$ cat config.mk
export PLATFORM = sky130hd
export DESIGN_NAME = seq_shift_unit
export DESIGN_NICKNAME = d
export VERILOG_FILES = /design/src/rtl/seq_shift_unit.sv
export SDC_FILE = /design/constraint.sdc
export NUM_CORES = 1
export LEC_CHECK = 0
export BUFFER_PORTS_ARGS = -buffer_cell sky130_fd_sc_hd__buf_2
export CAP_MARGIN = 30
export CORE_UTILIZATION = 35
export CTS_CLUSTER_SIZE = 40
export DETAILED_ROUTE_END_ITERATION = 10
export GPL_TIMING_DRIVEN = 0
export PLACE_DENSITY = 0.64
export SLEW_MARGIN = 25
export SYNTH_ARGS = -nofsm -noshare
export SYNTH_HDL_FRONTEND = slang
export SYNTH_SLANG_ARGS = --single-unit
$ cat constraint.sdc
create_clock -name clk -period 3.8 [get_ports clk]
set_input_delay 0.19 -clock clk [delete_from_list [all_inputs] [get_ports clk]]
set_output_delay 0.19 -clock clk [all_outputs]
set_load 0.02 [all_outputs]
$ cat src/rtl/seq_shift_unit.sv
// Multi-cycle shifter: one bit position per clock, valid/ready on both sides.
// Optional rotate support via SEQ_SHIFT_ROTATE_EN (adds the rot input).
module seq_shift_unit #(
    parameter int WIDTH = 16,
    parameter int AMT_W = 4
) (
    input  logic             clk,
    input  logic             rst,
    input  logic [WIDTH-1:0] data_in,
    input  logic [AMT_W-1:0] amt,
    input  logic             dir,
    input  logic             arith,
`ifdef SEQ_SHIFT_ROTATE_EN
    input  logic             rot,
`endif
    input  logic             in_valid,
    output logic             in_ready,
    output logic [WIDTH-1:0] data_out,
    output logic             carry_out,
    output logic             out_valid,
    input  logic             out_ready,
    output logic             busy
);

    typedef enum logic [1:0] {
        IDLE  = 2'd0,
        SHIFT = 2'd1,
        DONE  = 2'd2
    } state_t;

    state_t           state;
    logic [AMT_W-1:0] count;
    logic             dir_q;
    logic             arith_q;
`ifdef SEQ_SHIFT_ROTATE_EN
    logic             rot_q;
`endif

    logic             fill;
    logic [WIDTH-1:0] step_data;
    logic             step_carry;

    assign in_ready  = (state == IDLE);
    assign out_valid = (state == DONE);
    assign busy      = (state != IDLE);

    // Next value of the working register for one SHIFT step.
    always_comb begin
        fill       = arith_q & data_out[WIDTH-1];
        step_data  = data_out;
        step_carry = carry_out;
        if (dir_q) begin
            step_data  = {fill, data_out[WIDTH-1:1]};
            step_carry = data_out[0];
        end else begin
            step_data  = {data_out[WIDTH-2:0], 1'b0};
            step_carry = data_out[WIDTH-1];
        end
`ifdef SEQ_SHIFT_ROTATE_EN
        if (rot_q) begin
            if (dir_q) begin
                step_data  = {data_out[0], data_out[WIDTH-1:1]};
                step_carry = data_out[0];
            end else begin
                step_data  = {data_out[WIDTH-2:0], data_out[WIDTH-1]};
                step_carry = data_out[WIDTH-1];
            end
        end
`endif
    end

    always_ff @(posedge clk) begin
        if (!rst) begin
            state     <= IDLE;
            data_out  <= '0;
            carry_out <= 1'b0;
            count     <= '0;
            dir_q     <= 1'b0;
            arith_q   <= 1'b0;
`ifdef SEQ_SHIFT_ROTATE_EN
            rot_q     <= 1'b0;
`endif
        end else begin
            unique case (state)
                IDLE: begin
                    if (in_valid) begin
                        data_out  <= data_in;
                        carry_out <= 1'b0;
                        count     <= amt;
                        dir_q     <= dir;
                        arith_q   <= arith;
`ifdef SEQ_SHIFT_ROTATE_EN
                        rot_q     <= rot;
`endif
                        state     <= (amt != '0) ? SHIFT : DONE;
                    end
                end
                SHIFT: begin
                    data_out  <= step_data;
                    carry_out <= step_carry;
                    count     <= count - 1'b1;
                    if (count == AMT_W'(1))
                        state <= DONE;
                end
                DONE: begin
                    if (out_ready)
                        state <= IDLE;
                end
                default: state <= IDLE;
            endcase
        end
    end

endmodule

==> results of run 1 <==
## through the flow
stage          area (sq um)  instances  worst slack (ps)
2_1_floorplan          1470        151              2500
3_3_place_gp           1760        246              2480
3_5_place_dp           1760        246              2480
4_1_cts                1810        250              2310
5_1_grt                1810        250              2250
6_report               1810        250              2320
## worst max path at each step
stage	to	slack, ps
2_1_floorplan	busy	2500
5_1_grt	busy	2250
3_5_place_dp	data_out[10]$_SDFFE_PN0P_	2480
3_3_place_gp	data_out[13]$_SDFFE_PN0P_	2480
6_report	busy	2320
4_1_cts	busy	2310
## routing by layer
metal | vias up | global-route usage [%] | routed length, um
met5 | - | 0 | 0
met4 | 0 | 2.39 | 8
met3 | 2 | 3.94 | 239
met2 | 47 | 27.1 | 1650
met1 | 619 | 23.7 | 1690
li1 | 663 | - | -
## report_power, final
part / switching [uW] / internal (uW)
combinational: 294 / 232
clock: 90.3 / 74.4
sequential: 54.5 / 323
total: 439 / 629
## state kept, by name, summed over array words and instances, names as in the netlist
name       count
state          2
data_out      16
count          4
arith_q        1
carry_out      1
dir_q          1
## cell families after synthesis
group | synth area share [%]
AOI/OAI and AO/OA | 26.7
buffers and inverters | 8.91
adders and majority gates | 1.70
DFF | 34.0
and+or+nand+nor | 14.2
muxes | 14.5
## synth_stat cells (all sizes together), types with 3 or more instances
master	instances	area share, %
nor2	20	5.1
a221oi	13	11
mux2	15	12
buf	12	7.1
a211oi	4	2.0
dfxtp	25	34
inv	5	1.3
nand3	3	1.0
nor3b	3	1.9
o21ai	16	5.7
mux2i	3	2.0
nor3	4	1.4
## final cells by class
type | count | area, sq um
clock inverters | 1 | 7.51
plain buffers | 14 | 113
inverters | 5 | 18.8
clock buffers | 3 | 41.3
well taps | 50 | 62.6
flip-flops and latches | 25 | 500
multi-input cells | 107 | 842
fillers | 423 | 2220
repair buffers | 45 | 225
## worst register-to-register path: stages, from the launching register on
cell and delay (ps):
dfxtp_1 330, buf_6 140, and2b_1 160, buf_6 130, buf_6 150, a211oi_1 240
nor3_1 70
==> results.sh, run 1 <==
export IMPL_critPathTopFamily="buffers and inverters"
export IMPL_slowest_stage="dfxtp_1"
export IMPL_drv_slew=0
export IMPL_ctsResizeCount=0
export IMPL_synthesis_area_sq_um=1470
export IMPL_worst_r2r_endpoint="count[0]$_SDFFE_PN0P_"
export IMPL_rrSetupSlack_ps=2470
export IMPL_hold_class="in -> reg"
export IMPL_synth_seq_cells=25
export IMPL_syn_inst=151
export IMPL_cellLeakagePower_uw=0.000807
export IMPL_rsz0062_at_grt="no"
export IMPL_cp_common_cell="buf_2"
export IMPL_final_cell_mix="buf_2, dfxtp_1, nor2_1"
export IMPL_die_x_um=66.9
export IMPL_async_flop_share_pct=0
export IMPL_overflow=0
export IMPL_cp_start_kind="register"
export IMPL_skew_ps=7.88
export IMPL_die_area_sq_um=4470
export IMPL_crit_cells=5
export IMPL_worstSetupPathType="reg -> out"
export IMPL_maxCapViolCount=0
export IMPL_fmax_mhz=675
export IMPL_via_count=1331
export IMPL_area_growth_pct=22.8
export IMPL_hold_viol_final=0
export IMPL_wl_per_cell_um=14.4
export IMPL_holdWs_ps=157
export IMPL_fin_total_pwr_uw=1070
export IMPL_rows=23
export IMPL_pin_count=46
export IMPL_antenna_found_initial=0
export IMPL_setup_viol=0
export IMPL_path_buf_inv=4
export IMPL_status="completed"
export IMPL_fp_coreArea_sq_um=4030
export IMPL_drt_first_iter_violations=87
export IMPL_wl_mm=3.59
export IMPL_max_slew_margin_pct=70.9
export IMPL_clk_latency_ps=270
export IMPL_gp_congestion=0.778
export IMPL_postCtsHoldBufs=0
export IMPL_crit_path_end_kind="primary output"
export IMPL_r2r_cells=6
export IMPL_fin_util_pct=44.9
export IMPL_hold_depth=3
export IMPL_portBuffers=45
export IMPL_ys_warn_count=0
export IMPL_synth_area_per_cell_sq_um=9.76
export IMPL_cts_root_buf="clkbuf_8"
export IMPL_drc=0
export IMPL_final_common_cell="buf_2"
export IMPL_synth_edf_count=0
export IMPL_worstPathArrival_ps=1290
export IMPL_synthFlopType="dfxtp_1"
export IMPL_initial_core_util_pct=36.6
export IMPL_path_cells="buf_6 > buf_2 > nor2_1 > inv_1 > buf_2"
export IMPL_cts_sinks=25
export IMPL_critPathMaxStageDelay_ps=350
export IMPL_r2r_start="state[0]$_SDFFE_PN0P_"
export IMPL_synth_distinct_cells=42
export IMPL_firstDrtPassIters=4
export IMPL_htreeDepth=1
export IMPL_dp_hpwl_mm=2.66
export IMPL_grt_usage_pct=17.1
export IMPL_pwr_density_cell_nw_per_um2=590
export IMPL_vias_per_cell=5.32
export IMPL_fin_nets=229
export IMPL_hold_start="arith"
export IMPL_drtAntennaViolNets=0
export IMPL_diodes=0
export IMPL_cts_buffers=3
export IMPL_synthesis_nets=179
export IMPL_fin_crit_ps=1480
export IMPL_min_period_over_period_pct=39.0
export IMPL_cp_data_required_time_ps=3610
export IMPL_cp_max_fo=10
export IMPL_die_h_um=66.9
export IMPL_grt_pass1_vias=1205
export IMPL_tightest_slew_ps=437
export IMPL_seq_area_frac_synth_pct=34.0
export IMPL_clk_pin_slew_ps=90
export IMPL_cp_startpoint="state[0]$_SDFFE_PN0P_"
export IMPL_grt_pass1_wl_mm=5.90
export IMPL_layout_drive_gt1_share_pct=45.5
export IMPL_setup_tns_ps=0
export IMPL_cts_setup_buffers=0
export IMPL_cts_tree="done"
export IMPL_ir_drop_mv=0.248
export IMPL_grt_max_degree=16
export IMPL_min_to="arith_q$_SDFFE_PN0P_"
export IMPL_ctsLongestPathBuffers=2
(Power assumes the default switching activity.)
==> run 2: changes to the inputs <==
--- a/config.mk
+++ b/config.mk
@@ -5,13 +5,14 @@
 export SDC_FILE = /design/constraint.sdc
 export NUM_CORES = 1
 export LEC_CHECK = 0
+export ABC_AREA = 1
 export BUFFER_PORTS_ARGS = -buffer_cell sky130_fd_sc_hd__buf_2
 export CAP_MARGIN = 30
 export CORE_UTILIZATION = 35
 export CTS_CLUSTER_SIZE = 40
 export DETAILED_ROUTE_END_ITERATION = 10
 export GPL_TIMING_DRIVEN = 0
-export PLACE_DENSITY = 0.64
+export PLACE_DENSITY = 0.67
 export SLEW_MARGIN = 25
 export SYNTH_ARGS = -nofsm -noshare
 export SYNTH_HDL_FRONTEND = slang
==> constraint.sdc (replaced) <==
create_clock -name clk -period 1.32 [get_ports clk]
set_input_delay 0.066 -clock clk [delete_from_list [all_inputs] [get_ports clk]]
set_output_delay 0.066 -clock clk [all_outputs]
set_load 0.02 [all_outputs]
==> results.sh, run 2 <==
export IMPL_synth_top_area_share_pct=34.4
export IMPL_seqCellArea_sq_um=502
export IMPL_synth_top_family_by_area="simple AND/OR/NAND/NOR gates"
export IMPL_hold_class="in -> reg"
export IMPL_synthesis_area_sq_um=1460
export IMPL_synth_distinct_cells=20
export IMPL_synthFlopType="dfxtp_1"
export IMPL_wl_mm=4.12
export IMPL_cp_start_kind="register"
export IMPL_ir_drop_mv=0.833
export IMPL_multi_input_area_sq_um=733
export IMPL_dp_hpwl_mm=2.92
export IMPL_seqPwrFrac_pct=34.7
export IMPL_vias_per_cell=4.94
export IMPL_max_slew_margin_pct=67.0
export IMPL_synth_compound_area_share_pct=19.3
export IMPL_synth_seq_cells=25
export IMPL_dp_slack_ps=11.7
export IMPL_design_area_sq_um=1890
export IMPL_syn_inst=227
export IMPL_maxCapViolCount=0
export IMPL_top_regs="data_out: 16 flops, count: 4 flops, state: 2 flops"
export IMPL_clk_latency_ps=270
export IMPL_fin_crit_ps=1270
export IMPL_pin_count=46
export IMPL_top_register="data_out"
export IMPL_grt_pass1_vias=1404
export IMPL_instances_no_fill=335
export IMPL_drtAntennaViolNets=0
export IMPL_ys_warn_count=0
export IMPL_largest_reg_flops=16
export IMPL_area_growth_pct=30.0
export IMPL_async_flop_share_pct=0
export IMPL_diodes=0
export IMPL_synth_area_top_cells="dfxtp_1, nand2_1, nand3_1, inv_1, o21ai_0"
export IMPL_hold_depth=3
export IMPL_fill_cells=431
export IMPL_r2r_cells=8
export IMPL_seq_area_frac_synth_pct=34.4
export IMPL_holdWs_ps=70.1
export IMPL_fin_nets=314
export IMPL_crit_path_end_kind="register"
export IMPL_ctsLongestPathBuffers=2
export IMPL_p_int_uw=1690
export IMPL_drv_slew=0
export IMPL_initial_core_util_pct=36.4
export IMPL_grt_pass1_wl_mm=6.33
export IMPL_swShare_pct=42.6
export IMPL_cp_data_required_time_ps=1550
export IMPL_pwr_density_cell_nw_per_um2=1560
export IMPL_status="completed"
export IMPL_drt_first_iter_violations=68
export IMPL_postCtsHoldBufs=0
export IMPL_die_area_sq_um=4420
export IMPL_die_x_um=66.5
export IMPL_worstPathArrival_ps=1500
export IMPL_clockPowerShare_pct=16.0
export IMPL_synth_simple_gate_area_share_pct=29.1
export IMPL_post_place_cells=321
export IMPL_synthAdderAreaFrac_pct=1.72
export IMPL_firstDrtPassIters=4
export IMPL_gp_congestion=0.821
export IMPL_cts_tree="done"
export IMPL_synth_area_leader_cell="dfxtp_1"
export IMPL_die_h_um=66.5
export IMPL_overflow=0
export IMPL_synth_xor_area_share_pct=0
export IMPL_rsz0062_at_grt="yes"
export IMPL_via_count=1654
export IMPL_synth_edf_count=0
export IMPL_synth_common_cells="nand2_1, inv_1, dfxtp_1, nand3_1, o21ai_0"
export IMPL_cts_sinks=25
export IMPL_layout_drive_gt1_share_pct=27.0
export IMPL_cp_max_fo=8
export IMPL_cts_buffers=3
export IMPL_tightest_slew_ps=495
export IMPL_fmax_mhz=787
export IMPL_setup_ws_ps=49.3
export IMPL_grt_usage_pct=19.1
export IMPL_worstSetupPathType="reg -> reg"
export IMPL_setup_tns_ps=0
export IMPL_synth_area_per_cell_sq_um=6.41
export IMPL_antenna_found_initial=0
export IMPL_min_period_over_period_pct=96.3
export IMPL_pwr_share_comb_pct=49.3
export IMPL_final_common_cell="nand2_1"
export IMPL_switchingPower_uw=1250
export IMPL_cts_root_buf="clkbuf_8"
export IMPL_synthMuxAreaShare_pct=0
export IMPL_portBuffers=44
export IMPL_drc=0
export IMPL_hold_viol_final=0
export IMPL_rows=23
export IMPL_setup_viol=0
export IMPL_htreeDepth=1
export IMPL_yosysMostFrequentCell="nand2_1"
export IMPL_final_cell_mix="nand2_1, buf_2, inv_1"
export IMPL_wl_per_cell_um=12.3
export IMPL_fp_coreArea_sq_um=4000
export IMPL_skew_ps=4.69
export IMPL_clk_pin_slew_ps=90
export IMPL_cellLeakagePower_uw=0.00103
export IMPL_synthesis_nets=255
export IMPL_grt_max_degree=15
export IMPL_dpl_cell_area_sq_um=1740
-- run 2: cell count changes in the layout (fill, tap and decap cells not counted), sizes merged, moves of 8 or more --
cell and change:
nand3 +22, a221oi -13, mux2 -15, o211ai +8
inv +32, nand2 +54, a21oi +16
-- run 2: cell type report --
class / instances / area share [%]
plain buffers: 12 / 5.42
well taps: 50 / 3.31
flip-flops and latches: 25 / 26.5
inverters: 37 / 7.87
repair buffers: 54 / 15.7
clock buffers: 3 / 2.18
clock inverters: 1 / 0.265
multi-input cells: 153 / 38.8
-- run 2: cells by family (layout without fill, tap and decap cells) --
family | after synthesis | count (layout)
AO/OA/AOI/OAI | 49 | 49
buffers and inverters | 49 | 107
AND/OR/NAND/NOR | 102 | 102
adder cells (fa/ha/maj) | 2 | 2
flip-flops | 25 | 25
-- run 2: metrics by stage --
stage | total power [uW] | utilization (%)
2_1_floorplan | 1950 | -
3_3_place_gp | 2310 | 43.5
3_5_place_dp | 2320 | 43.5
4_1_cts | 2790 | 44.8
5_1_grt | 3160 | 47.3
6_report | 2940 | 47.3
-- run 2: worst paths after layout --
kind	slack, ps	from	end
max	50	state[0]$_SDFFE_PN0P_	data_out[6]$_SDFFE_PN0P_
max reg2reg	50	state[0]$_SDFFE_PN0P_	data_out[6]$_SDFFE_PN0P_
min	70	arith	arith_q$_SDFFE_PN0P_
min reg2reg	480	arith_q$_SDFFE_PN0P_	arith_q$_SDFFE_PN0P_
-- run 2: worst max-delay path: stages (launching register included) --
cell,delay (ps)
dfxtp_2,330
buf_6,140
inv_6,50
nor2_4,220
buf_6,160
nand3_1,80
nand3_1,80
o211ai_1,80
inv_1,80
-- run 2: repair_timing --
action,CTS,global route
gates resized for setup,1,14
pin swaps,0,3
setup buffers,0,8
cloned,0,2
endpoints found under the setup margin,2,19
-- run 2: power by group through the flow --
stage,combinational (uW),clock (uW),sequential [uW]
floorplan,805,0,1140
global placement,1280,0,1030
detailed placement,1290,0,1030
CTS,1300,476,1020
global route,1600,509,1050
finish,1450,471,1020
-- run 2: metal layers --
| layer | wire length, um | vias to the layer above | global-route usage (%) |
|---|---|---|---|
| li1 | - | 846 | - |
| met1 | 1910 | 745 | 26.8 |
| met2 | 1830 | 59 | 29.5 |
| met3 | 342 | 4 | 4.79 |
| met4 | 32 | 0 | 3.46 |
| met5 | 0 | - | 0 |
